[config.mk]
export PLATFORM = sky130hd
export DESIGN_NAME = phys_reg_free_list_flat
export DESIGN_NICKNAME = d
export VERILOG_FILES = /design/src/rtl/phys_reg_free_list_if.sv /design/src/rtl/phys_reg_free_list.sv /design/src/flat_wrapper.sv
export SDC_FILE = /design/constraint.sdc
export NUM_CORES = 1
export LEC_CHECK = 0
export CAP_MARGIN = 30
export CORE_MARGIN = 1
export CORE_UTILIZATION = 35
export CTS_CLUSTER_DIAMETER = 40
export DETAILED_ROUTE_END_ITERATION = 8
export SLEW_MARGIN = 5
export SYNTH_ARGS = -nofsm -noshare
export SYNTH_HDL_FRONTEND = slang
export SYNTH_SLANG_ARGS = --single-unit
[constraint.sdc]
create_clock -name CLK -period 5.65 [get_ports CLK]
set_input_delay 1.4125 -clock CLK [delete_from_list [all_inputs] [get_ports CLK]]
set_output_delay 1.4125 -clock CLK [all_outputs]
set_load 0.05 [all_outputs]
[src/rtl/phys_reg_free_list_if.sv]
// Bundle of Rename/RRAT-facing signals for the physical register free list.
// Handshake: a tag is transferred on a cycle where alloc_req && alloc_valid && !flush; alloc_tag is meaningful only while alloc_valid.
interface phys_reg_free_list_if #(
    parameter int TAG_W = 6
);
    logic             flush;
    logic             alloc_req;
    logic             alloc_valid;
    logic [TAG_W-1:0] alloc_tag;
    logic             commit_valid;
    logic             free_valid;
    logic [TAG_W-1:0] free_tag;
    logic [TAG_W:0]   free_count;
    logic             rename_halt;
    logic             overflow_err;

    modport master (
        output flush, alloc_req, commit_valid, free_valid, free_tag,
        input  alloc_valid, alloc_tag, free_count, rename_halt, overflow_err
    );

    modport slave (
        input  flush, alloc_req, commit_valid, free_valid, free_tag,
        output alloc_valid, alloc_tag, free_count, rename_halt, overflow_err
    );
endinterface

[src/rtl/phys_reg_free_list.sv]
// Circular free list of physical tags with speculative head and commit-head rollback on flush.
// Optional feature: define FREELIST_BYPASS_EN to forward a freed tag straight to Rename when the list is empty.
module phys_reg_free_list #(
    parameter int NUM_PHYS = 64,
    parameter int NUM_ARCH = 32,
    parameter int TAG_W    = $clog2(NUM_PHYS)
) (
    input  logic                   CLK,
    input  logic                   RESET,
    phys_reg_free_list_if.slave    fl
);
    localparam int PTR_W = TAG_W + 1;

    logic [TAG_W-1:0] mem [NUM_PHYS];
    logic [PTR_W-1:0] head;
    logic [PTR_W-1:0] tail;
    logic [PTR_W-1:0] commit_head;
    logic [PTR_W-1:0] commit_head_nxt;
    logic [PTR_W-1:0] count;
    logic             overflow_q;
    logic             full;
    logic             empty;
    logic             free_legal;
    logic             bypass;
    logic             grant;
    logic             push;
    logic             commit_ok;

    assign count      = tail - head;
    assign full       = (count == PTR_W'(NUM_PHYS));
    assign empty      = (count == '0);
    // Tag 0 holds the permanent r0 mapping and must never enter the list.
    assign free_legal = fl.free_valid && (fl.free_tag != '0);

`ifdef FREELIST_BYPASS_EN
    assign bypass = empty && free_legal;
`else
    assign bypass = 1'b0;
`endif

    assign fl.alloc_valid  = !empty || bypass;
    assign fl.alloc_tag    = bypass ? fl.free_tag : mem[head[TAG_W-1:0]];
    assign fl.free_count   = count;
    assign fl.rename_halt  = !fl.alloc_valid;
    assign fl.overflow_err = overflow_q;

    assign grant = fl.alloc_req && fl.alloc_valid && !fl.flush;
    // A forwarded tag that is granted never touches storage.
    assign push  = free_legal && !full && !(grant && bypass);

    assign commit_ok       = fl.commit_valid && (commit_head != head);
    assign commit_head_nxt = commit_head + PTR_W'(commit_ok);

    always_ff @(posedge CLK or negedge RESET) begin
        if (!RESET) begin
            for (int i = 0; i < NUM_PHYS; i++) begin
                mem[i] <= (i < NUM_PHYS - NUM_ARCH) ? TAG_W'(NUM_ARCH + i) : '0;
            end
            head        <= '0;
            commit_head <= '0;
            tail        <= PTR_W'(NUM_PHYS - NUM_ARCH);
            overflow_q  <= 1'b0;
        end else begin
            if (push) begin
                mem[tail[TAG_W-1:0]] <= fl.free_tag;
                tail                 <= tail + PTR_W'(1);
            end
            if (free_legal && full) begin
                overflow_q <= 1'b1;
            end
            commit_head <= commit_head_nxt;
            // Flush rolls head back to the retirement point, including a same-cycle commit.
            if (fl.flush) begin
                head <= commit_head_nxt;
            end else if (grant && !bypass) begin
                head <= head + PTR_W'(1);
            end
        end
    end
endmodule

[src/flat_wrapper.sv]
// flat-port wrapper written by rule: the top's interface ports become plain ports
module phys_reg_free_list_flat 
#(
    parameter int NUM_PHYS = 64,
    parameter int NUM_ARCH = 32,
    parameter int TAG_W    = $clog2(NUM_PHYS)
)
  (CLK, RESET, fl_flush, fl_alloc_req, fl_commit_valid, fl_free_valid, fl_free_tag, fl_alloc_valid, fl_alloc_tag, fl_free_count, fl_rename_halt, fl_overflow_err);
  phys_reg_free_list_if #(.TAG_W(TAG_W)) fl_i ();
  input  logic CLK;
  input  logic RESET;
  input wire logic [$bits(fl_i.flush)-1:0] fl_flush;
  input wire logic [$bits(fl_i.alloc_req)-1:0] fl_alloc_req;
  input wire logic [$bits(fl_i.commit_valid)-1:0] fl_commit_valid;
  input wire logic [$bits(fl_i.free_valid)-1:0] fl_free_valid;
  input wire logic [$bits(fl_i.free_tag)-1:0] fl_free_tag;
  output wire logic [$bits(fl_i.alloc_valid)-1:0] fl_alloc_valid;
  output wire logic [$bits(fl_i.alloc_tag)-1:0] fl_alloc_tag;
  output wire logic [$bits(fl_i.free_count)-1:0] fl_free_count;
  output wire logic [$bits(fl_i.rename_halt)-1:0] fl_rename_halt;
  output wire logic [$bits(fl_i.overflow_err)-1:0] fl_overflow_err;
  assign fl_i.flush = fl_flush;
  assign fl_i.alloc_req = fl_alloc_req;
  assign fl_i.commit_valid = fl_commit_valid;
  assign fl_i.free_valid = fl_free_valid;
  assign fl_i.free_tag = fl_free_tag;
  assign fl_alloc_valid = fl_i.alloc_valid;
  assign fl_alloc_tag = fl_i.alloc_tag;
  assign fl_free_count = fl_i.free_count;
  assign fl_rename_halt = fl_i.rename_halt;
  assign fl_overflow_err = fl_i.overflow_err;
  phys_reg_free_list #(.NUM_PHYS(NUM_PHYS), .NUM_ARCH(NUM_ARCH), .TAG_W(TAG_W)) u_core (.CLK(CLK), .RESET(RESET), .fl(fl_i));
endmodule
==> qor.txt <==
dpl hpwl -> 31800 um
Initial Utilization -> 35.5%
# rows -> 86
Area contributors post-synth -> dfrtp_1, mux2_2, dfstp_2
worst min path class -> reg -> reg
sequential-to-total area share from yosys stat -> 52.7%
most frequent cells after synthesis -> mux2_2, dfrtp_1, mux4_2, dfstp_2, clkbuf_1
core area -> 55100 um2
area leader, netlist -> dfrtp_1
wirelength, routed -> 49600 um
number of remaining DRC errors -> 0
dominant synthesized flop cell -> dfrtp_1
vias -> 11700
Final Non-Filler Cells -> 2164
Final Cell Area -> 22900 um2
Cell variety after synth -> 56
Worst Path Max Fanout -> 38
clock sink total -> 406
syn nets -> 1348
Leakage Power -> 9.90 nW
DP Area -> 20900 um2
Iter 0 DRT Violations -> 750
count of boundary I/O pins -> 28
GR peak layer -> met2
Die Wd -> 238 um
grt ovf -> 0
root buffer cell -> clkbuf_16
Final Skew -> 26.4 ps
total power -> 14.4 mW
Tcrit/Tclk final -> 95.9%
first drt pass iteration count -> 5
first-pass GRT wire length -> 78200 um
asr flop ratio synth -> 100%
Fill cells -> 5020
slowest stage cell, crit path -> dfrtp_4
Worst Tran Pin Value -> 1010 ps
Syn-to-layout area delta -> 17.3%
GP Congestion -> 0.808
CTS HTree Levels -> 2
Post-Place Setup Slack -> 793 ps
final setup vio count -> 0
Critical Path End Type -> output port
count of pins over their slew limit -> 0
register area -> 10300 um2
Fmax -> 0.185 GHz
nets -> 1390
crit path kind -> reg -> out
antenna violations before repair -> 2
clock latency on the worst-skew pair -> 610 ps
Final Critical Period -> 5420 ps
RSZ-0062 raised after global routing -> false
most common cell in the netlist -> mux2_2
pwr dens -> 628 nW/um2
Final TNS setup -> 0 ps
Worst-path clk slew -> 60 ps
Worst setup SP type -> flip-flop
# Post-CTS Setup Buffers -> 0
EDFF count, synth -> 0
area of the mapped netlist -> 19600 um2
vias per cell -> 5.42
Crit path required time -> 4240 ps
share of layout cells above drive strength 1 -> 53.4%
Hold Violations, Final -> 0
Synth warnings -> 0
post-route ant nets -> 0
Util after Layout -> 41.6%
Port Buf Inserts -> 27
flop and latch count out of synthesis -> 406
crit path DAT -> 4000 ps
MaxCap Viol Count -> 0
CTS Hold Bufs -> 0
number of global-route vias before repair -> 12600
CTS tree -> built
die area -> 56800 um2
Peak VDD IR -> 482 uV
max_slew headroom -> 32.5%
grt met1 use -> 24.9%
synthesized instance count -> 1325
GRT Overall Usage -> 18.2%
crit-path max cell delay -> 730 ps
Inst Count DP -> 2056
setup ws final -> 233 ps
outcome -> complete, no violations
number of buffers created by CTS -> 57
routing usage on met3 -> 3.22%
area of the multi-input gates -> 8840 um2
Routed WL per cell -> 22.9 um
Hold Slack -> 483 ps
Die Y -> 238 um
CP Cell Sequence -> buf_12 > buf_4 > mux4_2 > mux4_2 > nor3_1 > nor3_1 > clkdlybuf4s50_1
met2 Use GR -> 28.7%
area share of the largest cell type after synthesis -> 37.5%
Avg Cell Area, Syn -> 14.8 um2
largest net degree at the start of global routing -> 109
CTS max path bufs -> 3
-- report_power, final --
group          leakage (nW)  switching (mW)  internal [mW]  total, mW
clock network         0.975            1.40           2.34       3.74
logic                  3.86            2.74           2.69       5.44
registers              5.07           0.823           4.41       5.23
-- flip-flops by register name, indices dropped and copies added, names as in the netlist --
| name | cells |
|---|---|
| u_core.mem | 384 |
| u_core.commit_head | 7 |
| u_core.head | 7 |
| u_core.tail | 7 |
| u_core.fl.overflow_err | 1 |
-- critical path: cells and delay by family (launching register included) --
| family | cells | cell delay, ps |
|---|---|---|
| buf+inv | 3 | 1250 |
| flops | 1 | 730 |
| mux | 2 | 1050 |
| simple gates | 2 | 270 |
-- path summary, 6_finish.rpt --
path / depth (start not counted) / slack [ps] / startpoint / to
max: 7 / 230 / u_core.head[0]$_DFFE_PN0P_ / fl_alloc_tag[0]
max reg2reg: 11 / 1470 / u_core.tail[0]$_DFFE_PN0P_ / u_core.mem[139]$_DFFE_PN0P_
min reg2reg: 1 / 480 / u_core.mem[169]$_DFFE_PN0P_ / u_core.mem[169]$_DFFE_PN0P_
min: 1 / 480 / u_core.mem[169]$_DFFE_PN0P_ / u_core.mem[169]$_DFFE_PN0P_
max in group asynchronous: 2 / 3710 / RESET / u_core.mem[348]$_DFFE_PN1P_
min in group asynchronous: 1 / 910 / RESET / u_core.mem[373]$_DFFE_PN0P_
-- cell families (layout without fill, tap and decap cells) --
| logic type | count (synthesis) | in the layout | synth area share [%] |
|---|---|---|---|
| and+or+nand+nor | 210 | 210 | 5.54 |
| xor gates and xnor gates | 21 | 21 | 0.941 |
| DFF | 406 | 406 | 52.7 |
| muxes | 503 | 503 | 35.6 |
| other | 0 | 1 | 0 |
| buffers and inverters | 116 | 206 | 2.28 |
| adders and majority gates | 11 | 11 | 0.742 |
| AOI/OAI and AO/OA | 58 | 58 | 2.22 |
-- final cells by class --
type | count | share of cell area (%)
clock inverter | 40 | 2.16
clock buffer | 67 | 6.61
timing repair buffer | 81 | 3.36
tap | 748 | 4.08
antenna | 1 | 0.0109
sequential | 406 | 45.0
inverter | 18 | 0.306
multi-input combinational | 803 | 38.5
-- repair_timing --
item	CTS	global route
resized for setup	0	3
endpoints found under the setup margin	0	1
hold endpoints to repair	0	0
-- layer usage --
metal	wire, um	part of all wire, %
met1	22300	45
met2	23500	47
met3	2400	4.8
met4	1440	2.9
met5	0	0
-- cell usage in the layout (no fill, tap or decap), types with 6 or more instances in the layout --
cell / n
mux2_2: 347
dfrtp_1: 291
mux4_2: 115
dfstp_2: 113
nand3_1: 62
nor2_1: 62
clkbuf_16: 58
buf_4: 47
mux2_1: 38
nand2_1: 18
inv_1: 16
clkdlybuf4s50_1: 16
o21ai_0: 13
a22oi_1: 13
clkinv_2: 13
nand4b_1: 12
xnor2_1: 11
nor3_1: 11
ha_1: 10
buf_12: 10
xor2_1: 9
bufinv_16: 9
nor4_1: 8
and3_1: 7
clkinvlp_4: 7
a21oi_1: 6
nor3b_1: 6
clkbuf_1: 6
inv_6: 6
buf_2: 6
Power figures use the tool's default switching activity.
